**src/rtl/pla_bus_ctrl.sv**
```systemverilog
// C64 bus controller: two-phase 1 MHz enables, PLA bank decode, one-hot chip selects and BA-gated CPU RDY.
// Optional Ultimax cartridge mapping is compiled in with `define PLA_ULTIMAX_EN.
module pla_bus_ctrl #(
    parameter int CLK_DIV         = 8,
    parameter int BA_WRITE_CYCLES = 3
) (
    input  logic        clk,
    input  logic        rst_n,
    output logic        o_ph1_en,
    output logic        o_ph2_en,
    input  logic [15:0] i_cpu_addr,
    input  logic        i_cpu_we,
    input  logic [2:0]  i_port,
    input  logic        i_game_n,
    input  logic        i_exrom_n,
    input  logic        i_ba,
    output logic        o_rdy,
    output logic [3:0]  o_src,
    output logic [13:0] o_cs,
    output logic        o_ram_we
);

    localparam int CW = $clog2(CLK_DIV);
    localparam int BW = (BA_WRITE_CYCLES < 1) ? 1 : $clog2(BA_WRITE_CYCLES + 1);
    localparam logic [CW-1:0] PH1_LAST  = CW'(CLK_DIV - 1);
    localparam logic [CW-1:0] PH2_LAST  = CW'(CLK_DIV / 2 - 1);
    localparam logic [BW-1:0] BA_RELOAD = BW'(BA_WRITE_CYCLES);

    localparam logic [3:0] SRC_RAM    = 4'd0;
    localparam logic [3:0] SRC_BASIC  = 4'd1;
    localparam logic [3:0] SRC_KERNAL = 4'd2;
    localparam logic [3:0] SRC_CHAR   = 4'd3;
    localparam logic [3:0] SRC_VIC    = 4'd4;
    localparam logic [3:0] SRC_SID    = 4'd5;
    localparam logic [3:0] SRC_COLOR  = 4'd6;
    localparam logic [3:0] SRC_CIA1   = 4'd7;
    localparam logic [3:0] SRC_CIA2   = 4'd8;
    localparam logic [3:0] SRC_IO1    = 4'd9;
    localparam logic [3:0] SRC_IO2    = 4'd10;
    localparam logic [3:0] SRC_ROML   = 4'd11;
    localparam logic [3:0] SRC_ROMH   = 4'd12;
`ifdef PLA_ULTIMAX_EN
    localparam logic [3:0] SRC_OPEN   = 4'd13;
`endif

    logic [CW-1:0] phase;
    logic          started;
    logic          charen, hiram, loram, game_n, exrom_n;
    logic [BW-1:0] ba_cnt;
    logic          game_eff_n, no_cart, cart16;
    logic [3:0]    io_src, src;

    // started keeps phase 2 quiet until the first phase 1 has been issued.
    always_ff @(posedge clk or negedge rst_n) begin
        if (!rst_n) begin
            phase    <= '0;
            started  <= 1'b0;
            o_ph1_en <= 1'b0;
            o_ph2_en <= 1'b0;
        end else begin
            phase    <= (phase == PH1_LAST) ? '0 : phase + CW'(1);
            o_ph1_en <= (phase == PH1_LAST);
            o_ph2_en <= started && (phase == PH2_LAST);
            if (phase == PH1_LAST) started <= 1'b1;
        end
    end

    always_ff @(posedge clk or negedge rst_n) begin
        if (!rst_n) begin
            {charen, hiram, loram} <= 3'b111;
            game_n                 <= 1'b1;
            exrom_n                <= 1'b1;
        end else if (o_ph1_en) begin
            {charen, hiram, loram} <= i_port;
            game_n                 <= i_game_n;
            exrom_n                <= i_exrom_n;
        end
    end

    // RDY handshake: o_rdy is only ever high in the o_ph1_en cycle; a high o_rdy
    // means the CPU access presented in that cycle completes. With BA low, writes
    // are granted until ba_cnt runs out; any read stalls until BA returns.
    assign o_rdy = o_ph1_en & (i_ba | ((ba_cnt != '0) & i_cpu_we));

    always_ff @(posedge clk or negedge rst_n) begin
        if (!rst_n) begin
            ba_cnt <= BA_RELOAD;
        end else if (o_ph1_en) begin
            if (i_ba)       ba_cnt <= BA_RELOAD;
            else if (o_rdy) ba_cnt <= ba_cnt - BW'(1);
        end
    end

`ifdef PLA_ULTIMAX_EN
    assign game_eff_n = game_n;
`else
    // Without Ultimax support, GAME low with EXROM high behaves as no cartridge.
    assign game_eff_n = game_n | exrom_n;
`endif
    assign no_cart = game_eff_n & exrom_n;
    assign cart16  = ~game_eff_n & ~exrom_n;

    always_comb begin
        io_src = SRC_IO2;
        case (i_cpu_addr[11:8])
            4'h0, 4'h1, 4'h2, 4'h3: io_src = SRC_VIC;
            4'h4, 4'h5, 4'h6, 4'h7: io_src = SRC_SID;
            4'h8, 4'h9, 4'hA, 4'hB: io_src = SRC_COLOR;
            4'hC:                   io_src = SRC_CIA1;
            4'hD:                   io_src = SRC_CIA2;
            4'hE:                   io_src = SRC_IO1;
            default:                io_src = SRC_IO2;
        endcase
    end

    always_comb begin
        src = SRC_RAM;
`ifdef PLA_ULTIMAX_EN
        if (!game_n && exrom_n) begin
            if (i_cpu_addr < 16'h1000)      src = SRC_RAM;
            else if (i_cpu_addr < 16'h8000) src = SRC_OPEN;
            else if (i_cpu_addr < 16'hA000) src = SRC_ROML;
            else if (i_cpu_addr < 16'hD000) src = SRC_OPEN;
            else if (i_cpu_addr < 16'hE000) src = io_src;
            else                            src = SRC_ROMH;
        end else
`endif
        if (i_cpu_addr >= 16'hE000) begin
            if (hiram) src = SRC_KERNAL;
        end else if (i_cpu_addr >= 16'hD000) begin
            if (loram | hiram) src = charen ? io_src : SRC_CHAR;
        end else if (i_cpu_addr >= 16'hA000) begin
            if (loram & hiram & no_cart) src = SRC_BASIC;
            else if (cart16 & hiram)     src = SRC_ROMH;
        end else if (i_cpu_addr >= 16'h8000) begin
            if (!exrom_n && loram && hiram) src = SRC_ROML;
        end
    end

    assign o_src    = src;
    assign o_cs     = 14'd1 << src;
    // ROM windows are write-through to the RAM underneath them.
    assign o_ram_we = i_cpu_we & o_rdy & (src <= SRC_CHAR);

endmodule

```
**config.mk**
```make
export PLATFORM = sky130hd
export DESIGN_NAME = pla_bus_ctrl
export DESIGN_NICKNAME = d
export VERILOG_FILES = /design/src/rtl/pla_bus_ctrl.sv
export SDC_FILE = /design/constraint.sdc
export NUM_CORES = 1
export LEC_CHECK = 0
export ABC_AREA = 1
export BUFFER_PORTS_ARGS = -buffer_cell sky130_fd_sc_hd__buf_2
export CORE_MARGIN = 1.5
export CORE_UTILIZATION = 44
export DETAILED_ROUTE_END_ITERATION = 6
export PLACE_DENSITY = 0.82
export SETUP_SLACK_MARGIN = 0.05
export SLEW_MARGIN = 30
export SYNTH_ARGS = -nofsm -noshare
export SYNTH_HDL_FRONTEND = slang
export SYNTH_SLANG_ARGS = --single-unit
```
**constraint.sdc**
```tcl
create_clock -name clk -period 1.9 [get_ports clk]
set_input_delay 0.19 -clock clk [delete_from_list [all_inputs] [get_ports clk]]
set_output_delay 0.19 -clock clk [all_outputs]
set_load 0.01 [all_outputs]
```
## Word level (Yosys, flattened, before mapping)

Memory sizes are Yosys's and may differ from the RTL's.
Index checks and enable logic that the tools add are counted.

- Equality and inequality tests: 2
- Add/sub/neg operators: 2
- Shift-type cells: 1
- Bitwise gates (word level): 14
- Magnitude comparators: 5
- Reductions and logical operators: 7
- Mux-type cells: 13

Operators by type and width:

| kind | number |
|---|---|
| greater-or-equal comparator 16 bit, second input constant | 4 |
| 2-to-1 mux 4 bit | 9 |
| left shift 1 x 4 -> 14 bit, first input constant | 1 |
| AND 1 bit | 9 |
| 2-to-1 mux 2 bit | 3 |
| <= comparator 4 x 2 -> 1 bit, second input constant | 1 |
| nonzero test 2 bit | 2 |
| adder 3 x 1 -> 3 bit, second input constant | 1 |
| == test 3 x 2 -> 1 bit, second input constant | 1 |
| == test 3 bit, second input constant | 1 |
| logical AND 1 bit | 3 |
| 2-to-1 mux 3 bit | 1 |
| bitwise OR 1 bit | 3 |
| NOT 1 bit | 2 |
| AND reduction 2 bit | 1 |
| subtractor 2 x 1 -> 2 bit, second input constant | 1 |
| logical NOT 1 bit | 1 |

- Bits in read-only memories: 64
- Memories: 1
- Register bits after elaboration: 13
- Output and inout port bits: 22

Memories:

| memory | words | bits a word | rd ports | clocked after Yosys merged registers in | wr ports | line | RTL |
|---|---|---|---|---|---|---|---|
| (no name shown) | 16 | 4 | 1 | 0 | 0 | 105 | `case (i_cpu_addr[11:8])` |

## Logic depth before layout (Yosys ltp)

Gate-level depths: netlist (run 1).

- Depth after elaboration: 11
- Depth in mapped cells: 10

## Worst setup path after synthesis (run 1)

Ideal clock, no wire load.

- Kind: register to output
- From: register ba_cnt[0]
- To: output o_ram_we
- Arrival: 1.450 ns
- Cell stages (with the launch flop): 8
- Slack: 0.260 ns
- Required time: 1.710 ns
- Cell sequence: dfstp_2 inv_1 ha_1 inv_1 nand2_1 a21boi_1 nand3_1 nor2_1

- Longest elaborated chain between the ends: 6

RTL lines:

| element | line | RTL |
|---|---|---|
| start, declared | 49 | `logic [BW-1:0] ba_cnt;` |
| start signal, assigned | 90 | `else if (o_rdy) ba_cnt <= ba_cnt - BW'(1);` |
| nonzero test 2 bit | 83 | `assign o_rdy = o_ph1_en & (i_ba \| ((ba_cnt != '0) & i_cpu_we));` |
| AND 1 bit | 83 |  |
| bitwise OR 1 bit | 83 |  |
| AND 1 bit | 83 |  |
| named net o_rdy | 17 | `output logic o_rdy,` |
| AND 1 bit (2 in a row) | 143 | `assign o_ram_we = i_cpu_we & o_rdy & (src <= SRC_CHAR);` |
| end, declared | 20 | `output logic o_ram_we` |

The timed path passes the listed nets, and every way through them passes these cells.

## Final worst setup path (run 1)

- From: register charen
- To: output o_cs[4]

- Longest elaborated chain between the ends: 5

RTL lines:

| element | line | RTL |
|---|---|---|
| start, declared | 48 | `logic charen, hiram, loram, game_n, exrom_n;` |
| start signal, assigned | 74 | `{charen, hiram, loram} <= i_port;` |
| 2-to-1 mux 4 bit (2 in a row) | 131 | `if (loram \| hiram) src = charen ? io_src : SRC_CHAR;` |
| 2-to-1 mux 4 bit | 130 | `end else if (i_cpu_addr >= 16'hD000) begin` |
| 2-to-1 mux 4 bit | 128 | `if (i_cpu_addr >= 16'hE000) begin` |
| left shift 1 x 4 -> 14 bit | 141 | `assign o_cs = 14'd1 << src;` |
| end, declared | 19 | `output logic [13:0] o_cs,` |

No other way between the ends.

==> parameters.txt, run 1 <==
Parameter                              Value

Layout
  Flip-flop count of the largest register after layout ... 3
  Layout cell share with drive strength beyond 1 ... 0.550
  Highest-count cells in the layout ignoring fill and taps ... 36 x sky130_fd_sc_hd__buf_2, 19 x sky130_fd_sc_hd__inv_1, 16 x sky130_fd_sc_hd__nand2_1, 13 x sky130_fd_sc_hd__nor2_1
  Area Overhead vs Synth ... 47.3%
  Net count of the finished layout ... between 200 and 250
  Diode count ... 0
  Post-route core utilization ... 0.691
  Layout filler cell count ... approximately 170
  Commonest non-fill, non-tap cell in the layout ... sky130_fd_sc_hd__buf_2
  Register with the most flip-flops ... phase
  Registers with the highest flip-flop counts ... phase (3), ba_cnt (2)

Global routing
  Combined global-route utilization of all metal layers ... 0.187
  Number of global-route vias before repair ... roughly 880
  Largest net degree at the start of global routing ... 14
  Global-route wire length before repair ... around 3.5 mm
  Antenna violations before repair ... 0
  Final global-route overflow total ... 0

Synthesis
  Yosys cell types ... 24
  Primary flip-flop cell chosen by synthesis mapping ... sky130_fd_sc_hd__dfstp_2
  Flops & latches, synth ... 13
  Synth Area in Adders ... 0.0680
  Largest family of logic cells by synthesized area ... simple AND/OR/NAND/NOR gates
  Average instance area after synthesis ... 7.48 µm²
  Parity-gate share of the synthesized area counting xor and xnor cells ... 0
  Number of warnings issued by yosys ... 0
  Instance count of the mapped netlist ... 123
  Ys async rst share ... 1.00
  Number of enable flip-flop cells after synthesis ... 0
  Proportion of synthesized area in mux cells ... 0.0367
  Area of the mapped netlist ... slightly above 900 µm²
  Part of the Yosys area used for sequential elements ... 0.363
  Complex-gate fraction of the synthesized area ... 0.0844
  Net count of the mapped netlist ... about 150
  Simple-gate share of the synthesized area ... 0.328

Placement
  Input/output buffers ... 37
  HPWL reported at the end of detailed placement ... 1.57 mm
  Final GP Congestion ... 0.844

Worst setup path
  Worst Path Max Fanout ... 4
  WS Path Type ... flip-flop to output port
  Critical path arrival ... roughly 1.7 ns
  Worst path required time ... ~1.7 ns
  Source of the critical timing path ... charen
  Crit path launch type ... flip-flop
  R2R Path Start ... ba_cnt[0]
  Kind of capture point of the worst setup path ... output port

Drt
  Post-detailed-route count of antenna-violating nets ... 0
  Ratio of routed vias to standard cells ... between 4 and 5
  Routed len/inst ... about 11 µm
  DRC violation count after routing ... 0
  Number of DRC violations after detailed-routing iteration 0 ... 12
  Via count ... 960
  Initial DRT Pass Iterations ... 6
  Routed wire length ... 2.21 mm

Floorplan
  Floorplan row count ... 16
  Initial core utilization ... 0.469
  Y dimension of the die ... slightly below 50 µm
  Width of the die ... approximately 50 µm
  Die area ... ~2400 µm²
  Area of the placeable core ... roughly 2000 µm²
  I/O pins ... 47

Clocking
  Clock tree from TritonCTS ... done
  Maximum clock insertion buffer count ... 2
  Number of sinks on the clock net ... 13
  Post-CTS clock slew at the launch and capture registers of the worst setup and hold paths ... 0.07 ns
  Clock latency on the worst-skew pair ... ~0.26 ns
  Buffer type at the clock tree root ... sky130_fd_sc_hd__clkbuf_4
  Number of CTS-inserted buffers ... 3
  Htree depth ... 1

Timing
  Portion of the clock cycle consumed by the worst path in the final layout ... 1.00
  Unrepaired setup endpoints after global routing ... true
  Final-report setup violation count ... 1
  Skew final ... around 0.00047 ns
  Final hold slack ... 0.153 ns
  Number of pins with negative max-slew slack in the final report ... 0
  Minimum setup slack in the final design ... -0.00766 ns
  Final Hold Fails ... 0
  Maximum clock rate ... 524 MHz
  Fin crit period ... approximately 1.9 ns
  Total negative setup slack ... -0.00766 ns

Run status
  Violations in the final reports ... setup timing
  Status ... finished, violations left

Min path
  Type of the most critical hold path ... input port to flip-flop
  Startpoint of the lowest-slack hold path ... i_port[1]

Power and ir drop
  Pwr Density ... 486 nW/µm²
  Leak ... about 0.76 nW
  Max IR drop VDD ... 487 µV

Flow run
  Number of maximum-capacitance violations ... 0
==> metrics by stage <==
stage	instances	area (µm²)	total power (W)	setup WS [ns]
6_report	198	1360	0.000659	-0.00766
5_1_grt	198	1360	0.000709	-0.114
4_1_cts	196	1250	0.000646	0.0270
3_5_place_dp	186	1130	0.000457	0.206
3_3_place_gp	186	1130	0.000449	0.242
2_1_floorplan	123	920	0.000402	0.260
==> report_power, final <==
part           total [W]  internal [W]  switching [W]  leakage (nW)
Clock           0.000160     0.0000812      0.0000783        0.0150
Combinational   0.000190     0.0000788       0.000112         0.595
Sequential      0.000309      0.000300     0.00000883         0.148
==> per-layer routing <==
layer,global-route usage,part of all wire,vias to the layer above
met5,0,0,-
met4,0.0857,0.020,0
met1,0.205,0.38,447
met3,0.0185,0.040,4
li1,-,-,479
met2,0.356,0.56,30
==> Yosys cell counts, drive strengths merged, types with 2 or more instances <==
cell   number  share of area
a21oi       2          0.023
buf         2          0.014
dfrtp       6           0.16
dfstp       7           0.20
ha          5          0.068
inv        25           0.10
mux2        3          0.037
nand2      24           0.11
nand3      13          0.076
nor2       20           0.11
nor3        4          0.022
o21ai       7          0.046
==> cell type report <==
class / instances / area (µm²) / area share
inverters: 25 / 98.8 / 0.0729
multi-input cells: 83 / 597 / 0.440
flip-flops and latches: 13 / 334 / 0.247
clock buffers: 4 / 26.3 / 0.0194
well taps: 27 / 33.8 / 0.0249
repair buffers: 46 / 265 / 0.196
==> worst paths after layout <==
kind | endpoint | slack (ns) | cells past startpoint
worst max-delay path | o_cs[4] | -0.008 | 6
worst min register to register | phase[0] | 0.44 | 1
max in group asynchronous | ba_cnt[1] | 1.31 | 2
worst max register to register | ba_cnt[1] | 0.46 | 8
worst min-delay path | hiram | 0.15 | 3
min in group asynchronous | phase[0] | 0.32 | 2
==> cell families after synthesis <==
| logic type | after synthesis |
|---|---|
| and+or+nand+nor | 63 |
| buffers and inverters | 27 |
| DFF | 13 |
| AOI/OAI and AO/OA | 11 |
| adders and majority gates | 5 |
| muxes | 3 |
| other | 1 |
==> worst max-delay path: stages, from the launching register on <==
cell and delay (ns):
sky130_fd_sc_hd__dfstp_2 0.59, sky130_fd_sc_hd__nand2_1 0.11, sky130_fd_sc_hd__a21oi_2 0.21, sky130_fd_sc_hd__nor2_4 0.07, sky130_fd_sc_hd__buf_4 0.15, sky130_fd_sc_hd__nor3_1 0.17, sky130_fd_sc_hd__buf_2 0.16
==> timing repair <==
action,4_1_cts,5_1_grt
pin swaps,5,13
setup endpoints to repair,13,15
hold endpoints to repair,6,0
buffers inserted,5,2
hold buffers,1,0
gates resized for setup,14,19
Power figures use the tool's default switching activity.
==> inputs of run 2 (changes only) <==
PLACE_DENSITY = unset   (was 0.82)
PLACE_DENSITY_LB_ADDON = 0.25   (was unset)
==> parameters.txt, run 2 (synthesis gave the netlist of run 1 again) <==
Parameter                              Value

Drt
  DRC violation count after routing ... 0
  Initial DRT Pass Iterations ... 4
  Post-detailed-route count of antenna-violating nets ... 0
  Number of DRC violations after detailed-routing iteration 0 ... 8
  Routed len/inst ... 10.8 µm
  Ratio of routed vias to standard cells ... roughly 4.8
  Routed wire length ... approximately 2.2 mm
  Via count ... between 900 and 1,000

Worst setup path
  Max stage delay cell, worst path ... sky130_fd_sc_hd__dfstp_2
  Crit path launch type ... flip-flop
  Delay of the slowest cell on the worst path ... between 0.5 and 0.6 ns
  End of the worst register-to-register path ... ba_cnt[1]
  WS Path Type ... flip-flop to output port
  Worst path required time ... between 1.5 and 2 ns
  Critical path arrival ... about 1.7 ns
  Kind of capture point of the worst setup path ... output port
  R2r worst-path depth ... 8
  Worst Path Max Fanout ... 5
  Cell family contributing the most delay on the critical path ... flip-flops
  Worst Path Buf+Inv ... 4
  Register-to-register setup slack ... between 0.4 and 0.5 ns
  Worst-path cell chain ... inv_4 > nand2_4 > nand2_2 > inv_1 > nand2_1 > nand2_1 > nand2_2 > buf_4 > nor3_2 > buf_2
  R2R Path Start ... ba_cnt[0]

Global routing
  Number of global-route vias before repair ... 852
  Global-route wire length before repair ... 3.33 mm
  Largest net degree at the start of global routing ... 14
  Final global-route overflow total ... 0
  Antenna violations before repair ... 0
  Combined global-route utilization of all metal layers ... 0.178

Timing
  Fin crit period ... 1.93 ns
  Final-report setup violation count ... 1
  Minimum setup slack in the final design ... -0.0270 ns
  Maximum clock rate ... slightly above 500 MHz
  Final Hold Fails ... 0
  Portion of the clock cycle consumed by the worst path in the final layout ... 1.01
  Total negative setup slack ... -0.0270 ns
  Number of pins with negative max-slew slack in the final report ... 0
  Skew final ... around 0.0027 ns
  Unrepaired setup endpoints after global routing ... true

Floorplan
  Width of the die ... about 50 µm
  Die area ... around 2400 µm²
  I/O pins ... 47
  Floorplan row count ... 16
  Y dimension of the die ... between 40 and 50 µm
  Area of the placeable core ... about 2000 µm²
  Initial core utilization ... 0.469

Placement
  Input/output buffers ... 37
  HPWL reported at the end of detailed placement ... approximately 1.5 mm
  Final GP Congestion ... just under 0.8

Run status
  Status ... finished, violations left
  Violations in the final reports ... setup timing

Power and ir drop
  Max IR drop VDD ... approximately 510 µV
  Pwr Density ... 485 nW/µm²
  Design Power ... between 0.0006 and 0.0007 W
  Leak ... roughly 0.77 nW

Clocking
  Buffer type at the clock tree root ... sky130_fd_sc_hd__clkbuf_4
  Number of sinks on the clock net ... 13
  Post-CTS clock slew at the launch and capture registers of the worst setup and hold paths ... 0.07 ns
  Clock latency on the worst-skew pair ... 0.27 ns
  Number of CTS-inserted buffers ... 3
  Htree depth ... 1
  Maximum clock insertion buffer count ... 2
  Clock tree from TritonCTS ... done

Min path
  Number of cells on the worst hold path ... 3
  Startpoint of the lowest-slack hold path ... i_port[1]
  Type of the most critical hold path ... input port to flip-flop
  Hold Crit Endpoint ... hiram

Layout
  Flip-flop count of the largest register after layout ... 3
  Highest-count cells in the layout ignoring fill and taps ... 37 x sky130_fd_sc_hd__buf_2, 19 x sky130_fd_sc_hd__inv_1, 17 x sky130_fd_sc_hd__nand2_1, 14 x sky130_fd_sc_hd__nor2_1, 8 x sky130_fd_sc_hd__buf_4
  Net count of the finished layout ... 204
  Register with the most flip-flops ... phase
  Commonest non-fill, non-tap cell in the layout ... sky130_fd_sc_hd__buf_2
  Diode count ... 0
  Layout filler cell count ... 170
  Area Overhead vs Synth ... 47.3%
  Registers with the highest flip-flop counts ... phase (3), ba_cnt (2)
  Layout cell share with drive strength beyond 1 ... 0.549

Flow run
  Number of maximum-capacitance violations ... 0
-- run 2: cell count changes in the layout (fill, tap and decap cells not counted) --
cell                      previous run  this run
sky130_fd_sc_hd__nor2_2              3         2
sky130_fd_sc_hd__buf_2              36        37
sky130_fd_sc_hd__o21ai_2             1         2
sky130_fd_sc_hd__o21ai_4             2         1
sky130_fd_sc_hd__buf_4               7         8
sky130_fd_sc_hd__nand2_4             3         2
sky130_fd_sc_hd__nand3_2             4         5
sky130_fd_sc_hd__nand3_1             7         6
sky130_fd_sc_hd__nand2_1            16        17
sky130_fd_sc_hd__nor2_1             13        14
-- run 2: layer usage --
layer / part of all wire / track usage / wire length [µm]
met1: 0.37 / 0.192 / 801
met2: 0.56 / 0.331 / 1200
met3: 0.038 / 0.0216 / 81
met4: 0.032 / 0.100 / 69
met5: 0 / 0 / 0
-- run 2: per-stage QoR --
step,hold WS [ns],util,area [µm²],cells,setup WS [ns]
after floorplan,-0.106,-,920,123,0.260
after global placement,0.0792,0.578,1130,186,0.240
after detailed placement,0.0780,0.578,1130,186,0.207
after CTS,0.135,0.634,1240,194,0.0262
final,0.146,0.691,1360,200,-0.0270
after global routing,0.144,0.691,1360,200,-0.129
-- run 2: worst min-delay path, cell delays in order --
cell and delay [ns]:
sky130_fd_sc_hd__buf_2 0.08, sky130_fd_sc_hd__nand2_1 0.04, sky130_fd_sc_hd__o21ai_0 0.07
-- run 2: what timing repair did --
| action | CTS | global route |
|---|---|---|
| setup buffers | 3 | 6 |
| gates resized for setup | 15 | 15 |
| hold buffers | 1 | 0 |
| endpoints found under the setup margin | 13 | 13 |
| endpoints found under the hold margin | 6 | 0 |
| pin swaps | 5 | 15 |
-- run 2: power by group --
part	internal (W)	switching, W	leakage, nW
clock network	0.0000813	0.0000781	0.0150
logic	0.0000799	0.000110	0.604
registers	0.000300	0.00000830	0.148
-- run 2: area by class of cell --
cell class | count | area [µm²] | area share
clock buffers | 4 | 26.3 | 0.0194
inverters | 25 | 98.8 | 0.0729
multi-input cells | 83 | 584 | 0.431
flip-flops and latches | 13 | 334 | 0.247
well taps | 27 | 33.8 | 0.0249
repair buffers | 48 | 278 | 0.205
-- run 2: worst max-delay path by stage --
| stage | startpoint | endpoint | slack, ns | cells past startpoint |
|---|---|---|---|---|
| 4_1_cts | hiram | o_cs[11] | 0.03 | 9 |
| 3_5_place_dp | hiram | o_cs[1] | 0.21 | 8 |
| 6_report | hiram | o_cs[5] | -0.03 | 10 |
| 2_1_floorplan | ba_cnt[0] | o_ram_we | 0.26 | 7 |
| 5_1_grt | hiram | o_cs[5] | -0.13 | 10 |
| 3_3_place_gp | hiram | o_cs[3] | 0.24 | 9 |
==> inputs of run 3 (changes only) <==
ABC_AREA = 0   (was 1)
CORE_UTILIZATION = 45   (was 44)
GPL_ROUTABILITY_DRIVEN = 0   (was unset)
==> parameters.txt, run 3 <==
Parameter                              Value

Timing
  Portion of the clock cycle consumed by the worst path in the final layout ... 1.09
  Final Hold Fails ... 0
  Number of pins with negative max-slew slack in the final report ... 0
  Final-report setup violation count ... 14
  Final hold slack ... between 0.15 and 0.2 ns
  Maximum clock rate ... roughly 480 MHz
  Unrepaired setup endpoints after global routing ... true
  Fin crit period ... 2.08 ns
  Minimum setup slack in the final design ... -0.179 ns
  Skew final ... around 0.0036 ns
  Total negative setup slack ... -1.41 ns

Synthesis
  Dominant cell by count in the synthesized netlist ... sky130_fd_sc_hd__inv_1
  Ys async rst share ... 1.00
  Average instance area after synthesis ... around 9.7 µm²
  Primary flip-flop cell chosen by synthesis mapping ... sky130_fd_sc_hd__dfstp_2
  Number of enable flip-flop cells after synthesis ... 0
  Part of the Yosys area used for sequential elements ... 0.342
  Area of the mapped netlist ... 977 µm²
  Flops & latches, synth ... 13
  Leading post-synthesis cells by cell area ... sky130_fd_sc_hd__dfstp_2 19%, sky130_fd_sc_hd__dfrtp_1 15%, sky130_fd_sc_hd__ha_1 6.4%
  Number of warnings issued by yosys ... 0
  Instance count of the mapped netlist ... 101
  Yosys cell types ... 43
  Top cells by instance count after synthesis ... 11 x sky130_fd_sc_hd__inv_1, 9 x sky130_fd_sc_hd__nor3_1, 7 x sky130_fd_sc_hd__dfstp_2
  Cell taking the most area after synthesis ... sky130_fd_sc_hd__dfstp_2
  Net count of the mapped netlist ... 131
  Fraction of post-synthesis cell area in the top cell type by area ... 0.188

Placement
  Input/output buffers ... 37
  Number of placed instances, taps included ... between 150 and 200
  HPWL reported at the end of detailed placement ... 1.54 mm

Clocking
  Maximum clock insertion buffer count ... 2
  Buffers inserted by post-CTS timing repair ... 0
  Number of sinks on the clock net ... 13
  Clock latency on the worst-skew pair ... 0.27 ns
  Clock tree from TritonCTS ... done
  Buffer type at the clock tree root ... sky130_fd_sc_hd__clkbuf_4
  Post-CTS clock slew at the launch and capture registers of the worst setup and hold paths ... roughly 0.07 ns
  Number of CTS-inserted buffers ... 3
  Htree depth ... 1

Global routing
  Final global-route overflow total ... 0
  Combined global-route utilization of all metal layers ... 0.171
  Met1 layer usage reported by global route ... 0.203
  Number of global-route vias before repair ... between 700 and 800
  Grt peak-use layer ... met2
  Met2 global-route usage ... 0.298
  Global-route wire length before repair ... roughly 3.2 mm
  Met3 GRT Util ... 0.00909
  Largest net degree at the start of global routing ... 14
  Antenna violations before repair ... 0

Min path
  Number of cells on the worst hold path ... 2
  Hold Crit Endpoint ... game_n
  Startpoint of the lowest-slack hold path ... i_game_n
  Type of the most critical hold path ... input port to flip-flop

Layout
  Diode count ... 0
  Flip-flop count of the largest register after layout ... 3
  Commonest non-fill, non-tap cell in the layout ... sky130_fd_sc_hd__buf_2
  Number of standard cells in the final layout excluding fillers ... approximately 170
  Layout cell share with drive strength beyond 1 ... 0.574
  Registers with the highest flip-flop counts ... phase (3), ba_cnt (2)
  Register with the most flip-flops ... phase
  Layout filler cell count ... 174
  Net count of the finished layout ... about 170
  Area Overhead vs Synth ... 30.3%
  Post-route core utilization ... 0.636
  Highest-count cells in the layout ignoring fill and taps ... 35 x sky130_fd_sc_hd__buf_2, 11 x sky130_fd_sc_hd__inv_1, 7 x sky130_fd_sc_hd__dfstp_2, 6 x sky130_fd_sc_hd__dfrtp_1

Floorplan
  Initial core utilization ... 0.488
  Y dimension of the die ... about 50 µm
  Die area ... 2460 µm²
  Floorplan row count ... 16
  Width of the die ... 49.6 µm
  Area of the placeable core ... 2000 µm²
  I/O pins ... 47

Worst setup path
  WS Path Type ... flip-flop to output port
  Kind of capture point of the worst setup path ... output port
  R2R Path Start ... ba_cnt[0]
  Critical path arrival ... between 1.5 and 2 ns
  Max stage delay cell, worst path ... sky130_fd_sc_hd__dfstp_2
  Delay of the slowest cell on the worst path ... between 0.5 and 0.6 ns
  Register-to-register setup slack ... approximately 0.55 ns
  Worst path required time ... between 1.5 and 2 ns
  R2r worst-path depth ... 6
  Crit path launch type ... flip-flop
  Worst-path cell chain ... or3b_4 > o21bai_4 > o211ai_4 > nor3_1 > buf_2
  Worst Path Max Fanout ... 6
  End of the worst register-to-register path ... ba_cnt[1]

Drt
  Routed len/inst ... between 10 and 15 µm
  Post-detailed-route count of antenna-violating nets ... 0
  Number of DRC violations after detailed-routing iteration 0 ... 4
  Routed wire length ... just under 2 mm
  Via count ... 880
  Ratio of routed vias to standard cells ... between 5 and 6
  DRC violation count after routing ... 0
  Initial DRT Pass Iterations ... 4

Flow run
  Number of maximum-capacitance violations ... 0

Power and ir drop
  Design Power ... just over 0.0006 W
  Leak ... around 0.63 nW
  Max IR drop VDD ... around 410 µV
  Pwr Density ... 476 nW/µm²

Run status
  Status ... finished, violations left
  Violations in the final reports ... setup timing
## run 3: changes by cell type after synthesis, sizes merged, moves of 3 or more
cell	change
and2	+3
a211oi	+3
o21bai	+3
nand3	-11
nand2	-19
inv	-12
nor3	+5
o21ai	-5
nor2	-14
## run 3: cell type report
| cell class | count | area (µm²) | area share |
|---|---|---|---|
| Inverter | 13 | 51.3 | 0.0403 |
| Timing Repair Buffer | 39 | 215 | 0.169 |
| Multi-Input combinational cell | 72 | 613 | 0.481 |
| Sequential cell | 13 | 334 | 0.262 |
| Tap cell | 27 | 33.8 | 0.0265 |
| Clock buffer | 4 | 26.3 | 0.0206 |
## run 3: per-layer routing
metal  part of all wire  wire (µm)  vias to the layer above
li1                   -          -                      434
met1               0.41        798                      412
met2               0.52       1010                       28
met3              0.038         74                        6
met4              0.027         52                        0
met5                  0          0                        -
## run 3: worst max-delay path by stage
stage	start	end	slack, ns	depth (start not counted)
2_1_floorplan	loram	o_cs[10]	0.18	4
3_3_place_gp	loram	o_ram_we	0.15	5
3_5_place_dp	loram	o_ram_we	0.13	5
4_1_cts	loram	o_ram_we	-0.17	5
5_1_grt	loram	o_cs[3]	-0.22	5
6_report	loram	o_cs[3]	-0.18	5
## run 3: where the power goes
group          internal [W]  switching [W]
sequential         0.000297     0.00000723
combinational     0.0000629      0.0000761
clock             0.0000813      0.0000823
total              0.000441       0.000166
## run 3: timing repair
action	in CTS	in global routing
gates resized for setup	4	8
setup endpoints to repair	15	17
pin swaps	4	5
endpoints found under the hold margin	6	0
hold buffers	1	0
## run 3: logic make-up after synthesis
kind of cell / after synthesis / synth area share
AO/OA/AOI/OAI: 22 / 0.225
buffers and inverters: 16 / 0.0717
AND/OR/NAND/NOR: 39 / 0.236
other: 1 / 0.00384
flip-flops: 13 / 0.342
multiplexers: 5 / 0.0576
adder cells (fa/ha/maj): 5 / 0.0640
## run 3: metrics by stage
step	worst slack (ns)	cell area, µm²
4_1_cts	-0.175	1240
3_5_place_dp	0.132	1180
2_1_floorplan	0.178	977
5_1_grt	-0.220	1270
6_report	-0.179	1270
3_3_place_gp	0.147	1180
## run 3: worst max-delay path, delay by kind of cell, from the launching register on
family / cells / cell delay [ns]
AO/OA/AOI/OAI: 2 / 0.30
flip-flops: 1 / 0.53
buffers and inverters: 1 / 0.17
AND/OR/NAND/NOR: 2 / 0.62
